### src/rtl/avr_io_master.sv
// Byte-serial command channel to single-cycle AVR I/O bus accesses, with read data returned as a byte stream.
// Paired accesses keep temp-register order: read low then high, write high then low.
module avr_io_master #(
  parameter int AW = 6
) (
  input  logic          clk,
  input  logic          rst,
  input  logic          cmd_valid,
  output logic          cmd_ready,
  input  logic [7:0]    cmd_data,
  output logic          rsp_valid,
  input  logic          rsp_ready,
  output logic [7:0]    rsp_data,
  output logic          io_re,
  output logic          io_we,
  output logic [AW-1:0] io_a,
  output logic [7:0]    io_wd,
  input  logic [7:0]    io_rd
);

  typedef enum logic [2:0] {
    IDLE = 3'd0,
    GETD = 3'd1,
    WR1  = 3'd2,
    WR2  = 3'd3,
    RD1  = 3'd4,
    RD2  = 3'd5,
    RSP  = 3'd6
  } state_t;

  localparam logic [AW-1:0] A_ONE = AW'(1);

  state_t        state;
  logic          pair;
  logic [AW-1:0] addr;
  logic [AW-1:0] addr_inc;
  logic [7:0]    lo;
  logic [7:0]    hi;
  logic          got_lo;
  logic          rsp_hi;

  assign addr_inc = addr + A_ONE;

  // Every output is a register; strobe values are loaded on the edge that
  // enters the strobe state so they line up with that state's cycle.
  always_ff @(posedge clk) begin
    if (!rst) begin
      state     <= IDLE;
      pair      <= 1'b0;
      addr      <= '0;
      lo        <= 8'h00;
      hi        <= 8'h00;
      got_lo    <= 1'b0;
      rsp_hi    <= 1'b0;
      cmd_ready <= 1'b0;
      rsp_valid <= 1'b0;
      rsp_data  <= 8'h00;
      io_re     <= 1'b0;
      io_we     <= 1'b0;
      io_a      <= '0;
      io_wd     <= 8'h00;
    end else begin
      io_re <= 1'b0;
      io_we <= 1'b0;
      io_a  <= '0;
      io_wd <= 8'h00;
      case (state)
        IDLE: begin
          if (cmd_valid && cmd_ready) begin
            pair   <= cmd_data[6];
            addr   <= cmd_data[AW-1:0];
            got_lo <= 1'b0;
            if (cmd_data[7]) begin
              state <= GETD;
            end else begin
              state     <= RD1;
              cmd_ready <= 1'b0;
              io_re     <= 1'b1;
              io_a      <= cmd_data[AW-1:0];
            end
          end else begin
            cmd_ready <= 1'b1;
          end
        end
        GETD: begin
          if (cmd_valid) begin
            if (pair && !got_lo) begin
              lo     <= cmd_data;
              got_lo <= 1'b1;
            end else begin
              // Last data byte goes straight onto the bus for the first strobe.
              if (pair) hi <= cmd_data;
              else      lo <= cmd_data;
              state     <= WR1;
              cmd_ready <= 1'b0;
              io_we     <= 1'b1;
              io_a      <= pair ? addr_inc : addr;
              io_wd     <= cmd_data;
            end
          end
        end
        WR1: begin
          if (pair) begin
            state <= WR2;
            io_we <= 1'b1;
            io_a  <= addr;
            io_wd <= lo;
          end else begin
            state     <= IDLE;
            cmd_ready <= 1'b1;
          end
        end
        WR2: begin
          state     <= IDLE;
          cmd_ready <= 1'b1;
        end
        RD1: begin
          lo <= io_rd;
          if (pair) begin
            state <= RD2;
            io_re <= 1'b1;
            io_a  <= addr_inc;
          end else begin
            state     <= RSP;
            rsp_valid <= 1'b1;
            rsp_data  <= io_rd;
            rsp_hi    <= 1'b0;
          end
        end
        RD2: begin
          hi        <= io_rd;
          state     <= RSP;
          rsp_valid <= 1'b1;
          rsp_data  <= lo;
          rsp_hi    <= 1'b0;
        end
        RSP: begin
          if (rsp_ready) begin
            if (pair && !rsp_hi) begin
              rsp_hi   <= 1'b1;
              rsp_data <= hi;
            end else begin
              state     <= IDLE;
              rsp_valid <= 1'b0;
              rsp_data  <= 8'h00;
              rsp_hi    <= 1'b0;
              cmd_ready <= 1'b1;
            end
          end
        end
        default: begin
          state     <= IDLE;
          cmd_ready <= 1'b1;
          rsp_valid <= 1'b0;
          rsp_data  <= 8'h00;
        end
      endcase
    end
  end

endmodule

### config.mk
export PLATFORM = sky130hd
export DESIGN_NAME = avr_io_master
export DESIGN_NICKNAME = d
export VERILOG_FILES = /design/src/rtl/avr_io_master.sv
export SDC_FILE = /design/constraint.sdc
export NUM_CORES = 1
export LEC_CHECK = 0
export CORE_MARGIN = 3
export CORE_UTILIZATION = 25
export CTS_CLUSTER_DIAMETER = 120
export DETAILED_ROUTE_END_ITERATION = 8
export PLACE_DENSITY = 0.5
export RECOVER_POWER = 25
export SYNTH_ARGS = -nofsm -noshare
export SYNTH_HDL_FRONTEND = slang
export SYNTH_SLANG_ARGS = --single-unit
export TNS_END_PERCENT = 5
### constraint.sdc
create_clock -name clk -period 2.8 [get_ports clk]
set_input_delay 0.28 -clock clk [delete_from_list [all_inputs] [get_ports clk]]
set_output_delay 0.28 -clock clk [all_outputs]
set_load 0.05 [all_outputs]
After elaboration in Yosys (flattened, before gate mapping) --
Cells that the tools add are included. Widths: inputs -> output; s select.
Word-level totals: register bits after elaboration 54, input port bits 20
Operators by class: add/sub/neg operators 1, equal/unequal tests 17, muxes and demuxes 59, bitwise gates (word level) 2, reductions and logical operators 21
Operators with widths (count):
- $mux 8 | 12
- $pmux 8 s2 | 3
- $mux 6 | 7
- $pmux 8 s4 | 1
- $pmux 6 s4 | 1
- $mux 1 | 20
- $mux 3 | 6
- $ne 2x2->1 const B | 9
- $pmux 3 s6 | 1
- $reduce_and 4->1 | 3
- $eq 3x3->1 const B | 3
- $reduce_and 3->1 | 3
- $reduce_and 7->1 | 1
- $add 6x1->6 const B | 1
- $eq 3x2->1 const B | 2
- $ne 3x3->1 const B | 2
- $pmux 1 s2 | 3
- $reduce_bool 2->1 | 3
- $pmux 1 s5 | 1
- $reduce_and 5->1 | 1
- $mux 2 | 2
- $pmux 1 s4 | 1
- $reduce_or 4->1 | 1
- $eq 3x1->1 const B | 1
- 8 further kinds | 12

Depth between registers and ports, before layout --
word-level depth 5, gate-level depth with buffers 7, gate-level depth less buffers 6

Worst setup path before layout --
OpenSTA, ideal clock, no wires.
kind flip-flop to flip-flop, start register cmd_ready, end register addr[0], arrival time 1.654 ns, required time 2.672 ns, setup slack 1.018 ns, stages on the path, launching flop included 6, path buffers 1, clock period less this slack 1.782 ns, cell sequence dfxtp_1 -> nand2_1 -> or4_1 -> buf_4 -> mux2i_1 -> nor2_1
On the way: cells in the longest elaborated chain, start to end 2
RTL lines:
- start, declared | line 9 | output logic cmd_ready,
- start signal, assigned | line 55 | cmd_ready <= 1'b0;
- start signal, assigned | line 77 | cmd_ready <= 1'b0;
- start signal, assigned | line 82 | cmd_ready <= 1'b1;
- $logic_and 1x1->1 | line 69 | if (cmd_valid && cmd_ready) begin
- $reduce_and 2->1 (no line)
- end signal, assigned | line 71 | addr <= cmd_data[AW-1:0];
- end, declared | line 35 | logic [AW-1:0] addr;
No other way between the ends. A chain may end at the register's enable or synchronous reset.

Final worst setup path --
start register state[0], end register addr[5]
On the way: cells in the longest elaborated chain, start to end 2
RTL lines:
- start, declared | line 33 | state_t state;
- start signal, assigned | line 48 | state <= IDLE;
- start signal, assigned | line 74 | state <= GETD;
- start signal, assigned | line 76 | state <= RD1;
- $logic_not 3->1 | line 67 | case (state)
- $reduce_and 2->1 (no line)
No other way between the ends.

==> results_dict.tcl <==
set metrics [dict create \
    slew_headroom 0.430 \
    post_cts_buffers 0 \
    place_congestion 0.789 \
    worst_setup_path_start_kind "register" \
    ys.flop_type "dfxtp_1" \
    ir_worst_vdd_uv 215 \
    layout.cells.most_common "dfxtp_1" \
    drcViolationCount 0 \
    crit_type "reg -> reg" \
    dieArea_um2 12300 \
    drv_slew 0 \
    tightest_slew_ns 0.854 \
    finalSetupViolCount 0 \
    dpl.hpwl_um 5430 \
    min_delay_worst_endpoint "lo[6]" \
    p_leak_nw 1.20 \
    arrival_ns 2.38 \
    die_w_um 111 \
    p_int_mw 1.29 \
    crit_fanout 15 \
    cts_tree "built" \
    timing.rr.start "state[0]" \
    fin_nets 374 \
    antenna_found_initial 0 \
    finalCritPeriodShare 0.779 \
    max_stage_delay_ns 0.73 \
    antenna_cells 0 \
    finalHoldViolCount 0 \
    p_sw_mw 0.647 \
    first_pass_iters 6 \
    clk_latency_ns 0.31 \
    port-buffer-count 45 \
    vias 2453 \
    clock_path_buffers 2 \
    cpMaxStageDelayCell "or4_1" \
    synth_edf_count 0 \
    grt_pass1_wl_um 12900 \
    drt_iter0_markers 127 \
    clk_pin_slew_ns 0.10 \
    whs_path_depth 2 \
    crit_family "simple AND/OR/NAND/NOR gates" \
    wirelength_um 7870 \
    antenna_left 0 \
    synth_top_area_cell "dfxtp_1" \
    final_util 0.322 \
    synth-seq-area-share 0.394 \
    tns_ns 0 \
    cp_num_buf_inv 2 \
    skew_ns 0.00366 \
    final_cell_mix "dfxtp_1 (54), nor2_1 (32), a21oi_1 (29), nand2_1 (29), clkdlybuf4s50_1 (27)" \
    syn-num-nets 338 \
    clock-root-buffer "clkbuf_8" \
    power_frac_comb 0.256 \
    core_area_um2 10500 \
    initial_core_util 0.261 \
    syn_area_per_cell_um2 8.71 \
    cts_num_sinks 54 \
    syn2layout_area_growth_pct 23.4 \
    cts-hold-fix-buffers 0 \
    synth-async-reset-ratio 0 \
    endpoint_kind "register" \
    p_sw_frac 0.334 \
    grt_pass1_vias 2461 \
    rsz0062_at_grt "no" \
    fillCellCount 1109 \
    htreeDepth 2 \
    worstHoldStart "lo[6]" \
    power.total_mw 1.94 \
    grt_max_degree 30 \
    rows 37 \
    seqPwrFrac 0.461 \
    syn-instance-count 315 \
    timing.rr.end "addr[5]" \
    cts_resized 0 \
    critical_path_required_ns 3.00 \
    ys_warn_count 0 \
    drv_cap 0 \
    synth_area_leaders "dfxtp_1 (39%), mux2i_1 (5.8%), a21oi_1 (5.3%), nor2_1 (4.4%), nand2_1 (4.0%)" \
    synth_cell_types 54 \
    drive_gt1_frac 0.0824 \
    die_y_um 111 \
    p_per_area_nw_per_um2 572 \
    fmax_ghz 0.458 \
    wl_per_cell_um 16.1 \
    synth_top_area_frac 0.394 \
    viasPerCell 5.03 \
    p_clk_frac 0.283 \
    hold_class "reg -> reg" \
    numCtsBuffers 5 \
    grt_remaining_overflow 0 \
    synth-seq-cells 54 \
    reg2reg_depth 5 \
    netlist_area_um2 2740 \
    critical_path.cell_chain "clkbuf_1 -> buf_4 -> or4_1 -> mux2i_1 -> nor2_1" \
    ioPinCount 46 \
    grt_use_total 0.128 \
    min_period_ns 2.18 \
    outcome "finished, final reports clean" \
    reg2reg_slack_ns 0.62 \
]
==> area by class of cell <==
class	count	area (um2)	share of cell area
Multi-Input combinational cell	226	1460	0.432
Sequential cell	54	1080	0.319
Timing Repair Buffer	56	529	0.156
Tap cell	136	170	0.0503
Clock buffer	5	68.8	0.0203
Clock inverter	3	43.8	0.0129
Inverter	8	30.0	0.00887
==> cell families after synthesis <==
group / after synthesis / share of synthesized area
AO/OA/AOI/OAI: 99 / 0.242
XOR/XNOR: 3 / 0.00958
adder cells (fa/ha/maj): 3 / 0.0137
buffers and inverters: 35 / 0.0725
flip-flops: 54 / 0.394
multiplexers: 16 / 0.0584
AND/OR/NAND/NOR: 105 / 0.209
==> worst max-delay path by stage <==
stage	cells after the start	end	slack [ns]	from
after detailed placement	5	addr[5]	0.61	cmd_valid
after floorplan	5	addr[0]	1.02	cmd_ready
after global routing	5	lo[0]	0.50	state[0]
final	5	addr[5]	0.62	state[0]
after global placement	5	pair	0.67	cmd_valid
after CTS	5	addr[5]	0.69	state[0]
==> flip-flops by register name, indices dropped and copies added (netlist names) <==
register	count
rsp_valid	1
state	3
got_lo	1
addr	6
io_wd	8
io_re	1
cmd_ready	1
rsp_data	8
hi	8
io_a	6
io_we	1
lo	8
rsp_hi	1
pair	1
==> per-stage QoR <==
step	cells	setup WS (ns)	hold WS, ns	cell area [um2]
2_1_floorplan	315	1.02	0.416	2740
4_1_cts	488	0.694	0.508	3390
5_1_grt	488	0.496	0.522	3390
3_3_place_gp	480	0.672	0.480	3280
6_report	488	0.619	0.506	3390
3_5_place_dp	480	0.608	0.490	3280
==> tightest hold or removal path, cell delays in order, from the launching register on <==
cell and delay, ns:
dfxtp_1 0.34, o21ai_0 0.07, a21oi_1 0.05
==> cells in the mapped netlist, types with 2 or more instances <==
master    count
dfxtp_1      54
a311oi_1      9
nor3_1        4
nor2_1       32
a21oi_1      29
xnor2_1       3
a32oi_1       2
o21ai_1       2
o21ai_0      20
nor4_1        2
and2_1        3
mux2i_1      16
nand2b_4      2
a31oi_1       4
or2_2         2
buf_6         5
nand2b_1      4
buf_4         5
a22oi_1      11
nand3b_1      4
nand3_1       3
clkbuf_1      7
ha_1          3
nand2_1      29
a222oi_1      8
buf_2         9
or3_1         8
o31a_1        2
inv_1         8
==> power by group through the flow <==
stage,Sequential [mW],Clock [mW],Combinational (mW)
floorplan,0.961,0,0.300
global placement,0.909,0,0.495
detailed placement,0.910,0,0.502
CTS,0.893,0.560,0.504
global route,0.903,0.593,0.541
finish,0.893,0.548,0.496
==> layer usage <==
layer,track usage,part of all wire
met3,0.0300,0.055
met1,0.179,0.49
met5,0,0
met2,0.201,0.44
met4,0.0255,0.0071
Power figures use the tool's default switching activity.
